`config.mk`:
```
export PLATFORM = sky130hd
export DESIGN_NAME = traffic_pattern_gen
export DESIGN_NICKNAME = d
export VERILOG_FILES = /design/src/rtl/traffic_gen_pkg.sv /design/src/rtl/traffic_pattern_gen_lfsr16.sv /design/src/rtl/traffic_pattern_gen.sv
export SDC_FILE = /design/constraint.sdc
export NUM_CORES = 1
export LEC_CHECK = 0
export ABC_AREA = 0
export BUFFER_PORTS_ARGS = -buffer_cell sky130_fd_sc_hd__buf_4
export CORE_ASPECT_RATIO = 1.25
export CORE_MARGIN = 3
export CORE_UTILIZATION = 58
export DETAILED_ROUTE_END_ITERATION = 12
export HOLD_SLACK_MARGIN = 0.06
export PLACE_DENSITY = 0.86
export RECOVER_POWER = 25
export SLEW_MARGIN = 20
export SYNTH_ARGS = -nofsm -noshare
export SYNTH_HDL_FRONTEND = slang
export SYNTH_SLANG_ARGS = --single-unit
```
`constraint.sdc`:
```
create_clock -name aclk -period 4 [get_ports aclk]
set_input_delay 0.8 -clock aclk [delete_from_list [all_inputs] [get_ports aclk]]
set_output_delay 0.8 -clock aclk [all_outputs]
set_load 0.01 [all_outputs]
```
`src/rtl/traffic_gen_pkg.sv`:
```
// Shared types and LFSR constants for the traffic pattern generator.
package traffic_gen_pkg;

    localparam int unsigned LFSR_WIDTH = 16;
    localparam logic [LFSR_WIDTH-1:0] LFSR_MASK = 16'hB400;

    typedef enum logic [1:0] {
        MODE_UNIFORM  = 2'd0,
        MODE_HOTSPOT  = 2'd1,
        MODE_NEIGHBOR = 2'd2,
        MODE_SELF     = 2'd3
    } mode_e;

    typedef enum logic [1:0] {
        WMODE_READ   = 2'd0,
        WMODE_WRITE  = 2'd1,
        WMODE_ALT    = 2'd2,
        WMODE_RANDOM = 2'd3
    } wmode_e;

    typedef enum logic [2:0] {
        ST_IDLE   = 3'd0,
        ST_FILL   = 3'd1,
        ST_START  = 3'd2,
        ST_SETTLE = 3'd3,
        ST_RUN    = 3'd4,
        ST_DONE   = 3'd5
    } state_e;

    // One Galois right-shift step.
    function automatic logic [LFSR_WIDTH-1:0] lfsr_next(input logic [LFSR_WIDTH-1:0] v);
        return v[0] ? ((v >> 1) ^ LFSR_MASK) : (v >> 1);
    endfunction

endpackage

```
`src/rtl/traffic_pattern_gen_lfsr16.sv`:
```
// Per-channel 16-bit Galois LFSR; step wins over load, zero seed maps to 1.
module lfsr16
    import traffic_gen_pkg::*;
(
    input  logic                  aclk,
    input  logic                  areset,
    input  logic                  load,
    input  logic                  step,
    input  logic [LFSR_WIDTH-1:0] seed,
    output logic [LFSR_WIDTH-1:0] value
);

    logic [LFSR_WIDTH-1:0] seed_nz;

    assign seed_nz = (seed == '0) ? LFSR_WIDTH'(1) : seed;

    always_ff @(posedge aclk) begin
        if (areset) begin
            value <= seed_nz;
        end else if (step) begin
            value <= lfsr_next(value);
        end else if (load) begin
            value <= seed_nz;
        end
    end

endmodule

```
`src/rtl/traffic_pattern_gen.sv`:
```
// Loader traffic generator: fills N command FIFOs in parallel, starts the
// loaders, then measures run length until all report idle or the run times out.
module traffic_pattern_gen
    import traffic_gen_pkg::*;
#(
    parameter int unsigned N          = 16,
    parameter int unsigned FIFO_DEPTH = 64,
    parameter int unsigned TIMEOUT    = 65536,
    parameter logic [15:0] SEED       = 16'hACE1
) (
    input  logic          aclk,
    input  logic          areset,
    input  logic          go_i,
    input  logic [1:0]    cfg_mode_i,
    input  logic [1:0]    cfg_wmode_i,
    input  logic [7:0]    cfg_txn_count_i,
    input  logic [7:0]    cfg_axlen_i,
    input  logic [4:0]    cfg_hotspot_i,
    input  logic          cfg_resp_wait_i,
    input  logic [N-1:0]  idle_i,
    output logic [4:0]    id_o [N],
    output logic [N-1:0]  write_o,
    output logic [7:0]    axlen_o [N],
    output logic [N-1:0]  fifo_push_o,
    output logic [N-1:0]  resp_wait_o,
    output logic          start_o,
    output logic          busy_o,
    output logic          done_o,
    output logic          timeout_o,
    output logic [31:0]   cycles_o
);

    localparam int unsigned IDW       = (N > 1) ? $clog2(N) : 1;
    localparam logic [15:0] UNI_MASK  = 16'((1 << IDW) - 1);
    localparam logic [7:0]  DEPTH_CAP = (FIFO_DEPTH > 255) ? 8'd255 : 8'(FIFO_DEPTH);

    state_e     state;
    mode_e      mode_q;
    wmode_e     wmode_q;
    logic [4:0] hot_q;
    logic [7:0] axlen_q;
    logic       alt_q;
    logic [7:0] push_cnt;
    logic [7:0] push_total;
    logic [1:0] settle_cnt;

    mode_e      cur_mode;
    wmode_e     cur_wmode;
    logic [4:0] cur_hot;
    logic [7:0] cur_axlen;
    logic       cur_alt;
    logic [4:0] hot_mod;
    logic [7:0] p_c;
    logic       issue;
    logic [31:0] cyc_next;

    logic [15:0] lfsr_val [N];
    logic [4:0]  dest [N];
    logic [N-1:0] wr;

    // The launch push uses live cfg inputs; later pushes use the latched copy.
    assign cur_mode  = (state == ST_IDLE) ? mode_e'(cfg_mode_i)   : mode_q;
    assign cur_wmode = (state == ST_IDLE) ? wmode_e'(cfg_wmode_i) : wmode_q;
    assign cur_hot   = (state == ST_IDLE) ? cfg_hotspot_i         : hot_q;
    assign cur_axlen = (state == ST_IDLE) ? cfg_axlen_i           : axlen_q;
    assign cur_alt   = (state == ST_IDLE) ? 1'b1                  : alt_q;
    assign hot_mod   = 5'(32'(cur_hot) % N);

    assign p_c      = (cfg_txn_count_i > DEPTH_CAP) ? DEPTH_CAP : cfg_txn_count_i;
    assign issue    = ((state == ST_IDLE) && go_i && (p_c != 8'd0)) ||
                      ((state == ST_FILL) && (push_cnt < push_total));
    assign cyc_next = (cycles_o == '1) ? cycles_o : cycles_o + 32'd1;

    for (genvar i = 0; i < N; i++) begin : g_ch
        logic [15:0] raw;
        logic [15:0] uni;

        lfsr16 u_lfsr (
            .aclk   (aclk),
            .areset (areset),
            .load   (state != ST_FILL),
            .step   (issue),
            .seed   (SEED ^ 16'(i << 8)),
            .value  (lfsr_val[i])
        );

        assign raw = lfsr_val[i] & UNI_MASK;
        assign uni = (raw >= 16'(N)) ? raw - 16'(N) : raw;

        assign dest[i] = (cur_mode == MODE_UNIFORM)  ? 5'(uni) :
                         (cur_mode == MODE_HOTSPOT)  ? hot_mod :
                         (cur_mode == MODE_NEIGHBOR) ? 5'((i + 1) % N) : 5'(i);

        assign wr[i] = (cur_wmode == WMODE_WRITE) ||
                       ((cur_wmode == WMODE_ALT) && cur_alt) ||
                       ((cur_wmode == WMODE_RANDOM) && lfsr_val[i][15]);
    end

    // Sequencer with registered push bus and status.
    always_ff @(posedge aclk) begin
        if (areset) begin
            state       <= ST_IDLE;
            mode_q      <= MODE_UNIFORM;
            wmode_q     <= WMODE_READ;
            hot_q       <= '0;
            axlen_q     <= '0;
            alt_q       <= 1'b0;
            push_cnt    <= '0;
            push_total  <= '0;
            settle_cnt  <= '0;
            write_o     <= '0;
            fifo_push_o <= '0;
            resp_wait_o <= '0;
            start_o     <= 1'b0;
            busy_o      <= 1'b0;
            done_o      <= 1'b0;
            timeout_o   <= 1'b0;
            cycles_o    <= '0;
            for (int i = 0; i < int'(N); i++) begin
                id_o[i]    <= '0;
                axlen_o[i] <= '0;
            end
        end else begin
            fifo_push_o <= '0;
            write_o     <= '0;
            start_o     <= 1'b0;
            done_o      <= 1'b0;
            for (int i = 0; i < int'(N); i++) begin
                id_o[i]    <= '0;
                axlen_o[i] <= '0;
            end

            if (issue) begin
                fifo_push_o <= '1;
                write_o     <= wr;
                alt_q       <= ~cur_alt;
                push_cnt    <= (state == ST_IDLE) ? 8'd1 : push_cnt + 8'd1;
                for (int i = 0; i < int'(N); i++) begin
                    id_o[i]    <= dest[i];
                    axlen_o[i] <= cur_axlen;
                end
            end

            case (state)
                ST_IDLE: begin
                    if (go_i) begin
                        mode_q      <= mode_e'(cfg_mode_i);
                        wmode_q     <= wmode_e'(cfg_wmode_i);
                        hot_q       <= cfg_hotspot_i;
                        axlen_q     <= cfg_axlen_i;
                        resp_wait_o <= {N{cfg_resp_wait_i}};
                        push_total  <= p_c;
                        cycles_o    <= '0;
                        timeout_o   <= 1'b0;
                        busy_o      <= 1'b1;
                        if (p_c == 8'd0) begin
                            state  <= ST_DONE;
                            done_o <= 1'b1;
                        end else begin
                            state <= ST_FILL;
                        end
                    end
                end
                ST_FILL: begin
                    if (!issue) begin
                        state   <= ST_START;
                        start_o <= 1'b1;
                    end
                end
                ST_START: begin
                    state      <= ST_SETTLE;
                    settle_cnt <= '0;
                end
                ST_SETTLE: begin
                    cycles_o   <= cyc_next;
                    settle_cnt <= settle_cnt + 2'd1;
                    if (settle_cnt == 2'd1) begin
                        state <= ST_RUN;
                    end
                end
                ST_RUN: begin
                    cycles_o <= cyc_next;
                    if (&idle_i) begin
                        state  <= ST_DONE;
                        done_o <= 1'b1;
                    end else if (cyc_next >= 32'(TIMEOUT)) begin
                        state     <= ST_DONE;
                        done_o    <= 1'b1;
                        timeout_o <= 1'b1;
                    end
                end
                ST_DONE: begin
                    state  <= ST_IDLE;
                    busy_o <= 1'b0;
                end
                default: begin
                    state  <= ST_IDLE;
                    busy_o <= 1'b0;
                end
            endcase
        end
    end

endmodule

```
-- Word level (Yosys, flattened, before mapping)
Index checks and enable logic that the tools add are counted.
- output and inout bits: 292
- register bits: 451
- word-level logic and storage cells: 325
- order comparisons: 19
- multiplexer cells: 143
- $add $sub $neg: 19
- equality and inequality tests: 18
- reductions and logical operators: 56
- bitwise gates (word level): 20
- operators by type and width (operator ; count):
    16-bit two-way mux ; 49
    5-bit two-way mux ; 32
    4-bit by 5-bit >= comparator with 1-bit output (second input constant) ; 16
    4-bit by 5-bit subtractor with 5-bit output (second input constant) ; 16
    4-bit two-way mux ; 19
    32-bit two-way mux ; 2
    3-bit inverter with 4-bit output ; 16
    32-bit case mux with 2 select lines ; 1
    32-bit by 1-bit adder with 32-bit output (second input constant) ; 1
    32-bit equality test (second input constant) ; 1
    32-bit by 17-bit >= comparator with 1-bit output (second input constant) ; 1
    3-bit two-way mux ; 8
    8-bit two-way mux ; 3
    1-bit logical AND ; 20
    1-bit logical OR ; 18
    1-bit two-way mux ; 18
    16-bit AND reduction ; 1
    3-bit case mux with 5 select lines ; 1
    2-bit two-way mux ; 6
    2-bit != test (second input constant) ; 5
    8-bit by 1-bit adder with 8-bit output (second input constant) ; 1
    8-bit by 7-bit greater-than comparator with 1-bit output (second input constant) ; 1
    8-bit logical NOT ; 1
    8-bit < comparator ; 1
    other kinds (19) ; 37

-- Logic depth before layout (Yosys ltp)
- depth in word-level cells: 7
- gate-level depth with buffers: 13
- mapped depth without buffers: 10

-- Modules after synthesis
A second synthesis with hierarchy kept.
- cells, all modules: 1777
- area, all modules: 21146.5 µm²
- modules (own cells, without submodules) (module ; instances ; cells an instance ; seq. area each (µm²) ; area each (µm²)):
    lfsr16 ; 16 ; 49 ; 480.5 ; 812.0
    traffic_pattern_gen ; 1 ; 993 ; 3283.1 ; 8154.1

-- Worst setup path before layout
No wires, ideal clock.
- kind: input to register
- from: in cfg_txn_count_i[2]
- to: reg g_ch[1].u_lfsr.value[0]
- path slack: 1202 ps
- cell stages on the path: 11
- buffers on the path: 4
- data required time: 3883 ps
- data arrival time: 2681 ps
- cells stage by stage: nor4_1 -> nand2_1 -> nor3_2 -> o32a_1 -> buf_4 -> nand2_2 -> or3_1 -> buf_2 -> buf_2 -> buf_2 -> o22a_1
- cells in the longest elaborated chain, start to end: 6
- elaborated cells between the ends (all ways): 7
- ends and longest elaborated chain (element ; line ; RTL):
    start, declared ; traffic_pattern_gen.sv:16 ; input logic [7:0] cfg_txn_count_i,
    8-bit by 7-bit greater-than comparator with 1-bit output ; traffic_pattern_gen.sv:69 ; assign p_c = (cfg_txn_count_i > DEPTH_CAP) ? DEPTH_CAP : cfg_txn_count_i;
    8-bit two-way mux (*) ; traffic_pattern_gen.sv:69 ;
    8-bit nonzero test (*) ; traffic_pattern_gen.sv:70 ; assign issue = ((state == ST_IDLE) && go_i && (p_c != 8'd0)) ||
    1-bit logical AND (*) ; traffic_pattern_gen.sv:70 ;
    1-bit logical OR (*) ; traffic_pattern_gen.sv:70 ;
    16-bit two-way mux or 2-bit nonzero test (tied branches) ; - ;
    end signal, assigned ; traffic_pattern_gen_lfsr16.sv:19 ; value <= seed_nz;
    end signal, assigned ; traffic_pattern_gen_lfsr16.sv:21 ; value <= lfsr_next(value);
    end signal, assigned ; traffic_pattern_gen_lfsr16.sv:23 ; value <= seed_nz;
    end, declared ; traffic_pattern_gen_lfsr16.sv:10 ; output logic [LFSR_WIDTH-1:0] value
Mark *: on every way between the ends. The rest lies on a longest branch, timed or not.
A chain may end at the register's enable or synchronous reset.

-- Final worst setup path
- from: reg state[2]
- to: reg id_o[37] (netlist bit)
- cells in the longest elaborated chain, start to end: 6
- elaborated cells between the ends (all ways): 14
- ends and longest elaborated chain (element ; line ; RTL):
    start, declared ; traffic_pattern_gen.sv:37 ; state_e state;
    start signal, assigned ; traffic_pattern_gen.sv:102 ; state <= ST_IDLE;
    start signal, assigned ; traffic_pattern_gen.sv:157 ; state <= ST_DONE;
    start signal, assigned ; traffic_pattern_gen.sv:160 ; state <= ST_FILL;
    parallel branches: the longest is 6 deep, another holds 5-bit two-way mux ; - ;
    end signal, assigned by index ; traffic_pattern_gen.sv:139 ; id_o[i] <= dest[i];
    end, declared ; traffic_pattern_gen.sv:21 ; output logic [4:0] id_o [N],
Parallel ways; which one is timed is not known.

==> flow_metrics.tcl <==
set metrics [dict create \
    drtIter0Drc 991 \
    antenna_left 0 \
    r2r_cells 9 \
    start_util_pct 59.0 \
    p_per_area_nw_per_um2 590 \
    cp.required_ns 4.43 \
    portBuffers 319 \
    grt_overflow_total 0 \
    arrival_ns 3.89 \
    clock-skew-final_ns 0.0211 \
    seqCellArea_um2 8410 \
    synth_edf_count 0 \
    hold_depth 2 \
    ctsResizeCount 0 \
    post-route-period-util_pct 86.5 \
    dieArea_um2 31100 \
    grtUsageTotal_pct 26.9 \
    start_kind "flip-flop" \
    post-cts-setup-buffers 0 \
    place_congestion 0.891 \
    setup_tns_ns 0 \
    first_global_vias 13100 \
    clkLatencyLatePin_ns 0.55 \
    vias 13700 \
    drive_gt1_share_pct 14.8 \
    rows 69 \
    ys.flop_type "dfxtp_1" \
    hold_viol_final 0 \
    status "complete, no violations" \
    die_h_um 196 \
    boundaryPins 337 \
    fin_crit_ns 3.46 \
    drt_first_pass_iters 5 \
    cts.sinks 420 \
    syn2layout_area_growth_pct 12.4 \
    ir_drop_v 0.000372 \
    crit_fanout 17 \
    setup_viol 0 \
    antenna_found_initial 2 \
    max_slew_margin_pct 25.0 \
    dp.cells 2223 \
    clock_path_buffers 3 \
    multi_input_area_um2 6550 \
    min_path_type "flip-flop to flip-flop" \
    worstMarginPinSlew_ns 1.12 \
    core_area_um2 28500 \
    via_per_inst 5.95 \
    grt_start_max_net_pins 94 \
    leakage_nw 7.15 \
    wl_um 43800 \
    worst_setup_hold_path_clk_slew_ns 0.06 \
    nets 1968 \
    stdcell_count 2296 \
    ys_warn_count 0 \
    root_buffer "clkbuf_16" \
    drv_slew 0 \
    cts_tree "built" \
    path_class "flip-flop to flip-flop" \
    async_flop_share_pct 0 \
    cts_hold_buf 0 \
    fp.dieW_um 158 \
    fmax_ghz 0.289 \
    netlist_area_um2 16800 \
    ys_seq_area_share_pct 50.0 \
    h-tree-depth 2 \
    post_drt_wl_per_cell_um 19.1 \
    grt_first_pass_wirelength_um 68300 \
    fill_cells 2264 \
    dp_hpwl_um 27600 \
    synth-seq-cells 420 \
    synth_cell_types 66 \
    rsz0062_at_grt "no" \
    cap_violations 0 \
    cts-buffers-inserted 40 \
    drc 0 \
    syn_inst 1818 \
    end_kind "flip-flop" \
    synth_area_per_cell_um2 9.25 \
]
==> metal layers <==
| metal | vias to the layer above | track usage [%] | share of wire [%] |
|---|---|---|---|
| met5 | - | 0 | 0 |
| met4 | 0 | 12.9 | 4.4 |
| met3 | 122 | 4.94 | 7.6 |
| met2 | 620 | 45.0 | 49 |
| met1 | 6559 | 33.4 | 39 |
| li1 | 6370 | - | - |
==> power breakdown <==
group          leakage, nW  internal [mW]  switching [mW]
combinational         3.08          0.799            1.50
sequential            3.42           4.65           0.373
clock                0.648           2.20            1.63
==> per-stage QoR <==
step / utilization [%] / hold slack [ns] / power, mW / setup WS [ns] / cell area, um2
final: 66.3 / 0.454 / 11.1 / 0.539 / 18900
after global routing: 66.3 / 0.472 / 11.6 / 0.347 / 18900
after CTS: 68.3 / 0.456 / 11.3 / 0.732 / 19500
after detailed placement: 63.6 / 0.447 / 7.48 / 0.549 / 18100
after global placement: 63.6 / 0.441 / 7.41 / 0.542 / 18100
after floorplan: - / 0.428 / 6.71 / 1.20 / 16900
==> synth_stat cells, types with 2 or more instances <==
cell type,instances,area (um2)
a2111oi_0,2,17.5
a211oi_1,7,52.6
a21o_1,5,37.5
a21oi_1,113,566
a221oi_1,6,52.6
a22o_1,128,1120
a22oi_1,12,90.1
a311oi_1,10,87.6
a31oi_1,4,25.0
and2_1,2,12.5
and3_1,5,31.3
and4_1,5,43.8
buf_1,21,78.8
buf_2,33,165
buf_4,170,1280
clkbuf_1,84,315
dfxtp_1,420,8410
ha_1,13,163
inv_1,23,86.3
inv_2,2,7.51
mux2i_1,7,70.1
nand2_1,172,646
nand2b_1,5,31.3
nand3_1,25,125
nand3_2,2,20.0
nand3b_1,3,22.5
nand4_1,19,119
nor2_1,143,537
nor3_1,84,420
nor3_2,4,40.0
nor3_4,2,32.5
nor3b_1,3,22.5
nor4_1,12,75.1
o211ai_1,2,15.0
o21a_1,17,128
o21ai_0,94,470
o22a_1,59,517
o32ai_1,2,17.5
o41ai_1,2,17.5
or2_2,4,25.0
or3_1,3,18.8
or4_4,2,22.5
xnor2_1,15,131
xor2_1,50,438
==> sequential cells by signal, indices dropped and copies added (netlist names) <==
| signal | flops |
|---|---|
| done_o | 1 |
| fifo_push_o | 1 |
| state | 3 |
| busy_o | 1 |
| push_cnt | 8 |
| cycles_o | 32 |
| write_o | 16 |
| push_total | 8 |
| settle_cnt | 2 |
| timeout_o | 1 |
| axlen_q | 8 |
| mode_q | 2 |
| wmode_q | 2 |
| id_o | 64 |
| resp_wait_o | 1 |
| axlen_o | 8 |
| start_o | 1 |
| hot_q | 4 |
| alt_q | 1 |
| g_ch.u_lfsr.value | 256 |
==> kinds of logic (layout without fill, tap and decap cells) <==
| logic type | Yosys count | after routing | synth area share [%] |
|---|---|---|---|
| buffers and inverters | 333 | 439 | 11.5 |
| muxes | 8 | 8 | 0.484 |
| DFF | 420 | 420 | 50.0 |
| and+or+nand+nor | 506 | 506 | 14.0 |
| xor gates and xnor gates | 65 | 65 | 3.39 |
| adders and majority gates | 13 | 13 | 0.967 |
| AOI/OAI and AO/OA | 472 | 472 | 19.6 |
| other | 1 | 18 | 0.0223 |
==> critical path, stage by stage, from the launching register on <==
cell	delay [ns]
dfxtp_1	0.44
nor3_1	0.44
buf_4	0.33
mux2i_1	0.17
inv_1	0.09
ha_1	0.25
inv_1	0.10
nor2_1	0.57
nand2b_1	0.56
a21oi_1	0.41
==> final cells by class <==
type | count | share of cell area [%]
diodes | 2 | 0.0265
clock buffers | 53 | 5.93
clock inverters | 18 | 1.15
inverters | 25 | 0.510
multi-input cells | 1080 | 34.7
flip-flops and latches | 420 | 44.5
well taps | 355 | 2.35
repair buffers | 343 | 10.8
==> path summary, 6_finish.rpt <==
kind | startpoint | endpoint | slack (ns)
worst max-delay path | state[2]$_SDFFE_PP0P_ | id_o[37]$_SDFF_PP0_ | 0.54
worst min-delay path | hot_q[2]$_SDFFE_PP0P_ | hot_q[2]$_SDFFE_PP0P_ | 0.45
worst max register to register | state[2]$_SDFFE_PP0P_ | id_o[37]$_SDFF_PP0_ | 0.54
worst min register to register | hot_q[2]$_SDFFE_PP0P_ | hot_q[2]$_SDFFE_PP0P_ | 0.45
==> cell usage in the layout (no fill, tap or decap), drive strengths merged, types with 3 or more instances in the layout <==
cell	count
and4	5
a311oi	10
clkbuf	203
a22o	128
mux2i	7
or3	3
o21ai	95
nor3	90
conb	16
nand2	173
xor2	50
a31oi	5
and3	5
o22a	59
dfxtp	420
nor2	144
nand3b	3
nor4	14
clkinvlp	4
o211ai	3
a21o	5
nand4	20
a21oi	113
ha	13
xnor2	15
clkinv	11
or2	5
and2	3
o21a	17
a211oi	7
nor3b	3
bufinv	3
a221oi	7
nand3	27
inv	25
a22oi	12
buf	193
nand2b	5
or4	3
No activity file was read; power rests on OpenSTA's default activity.
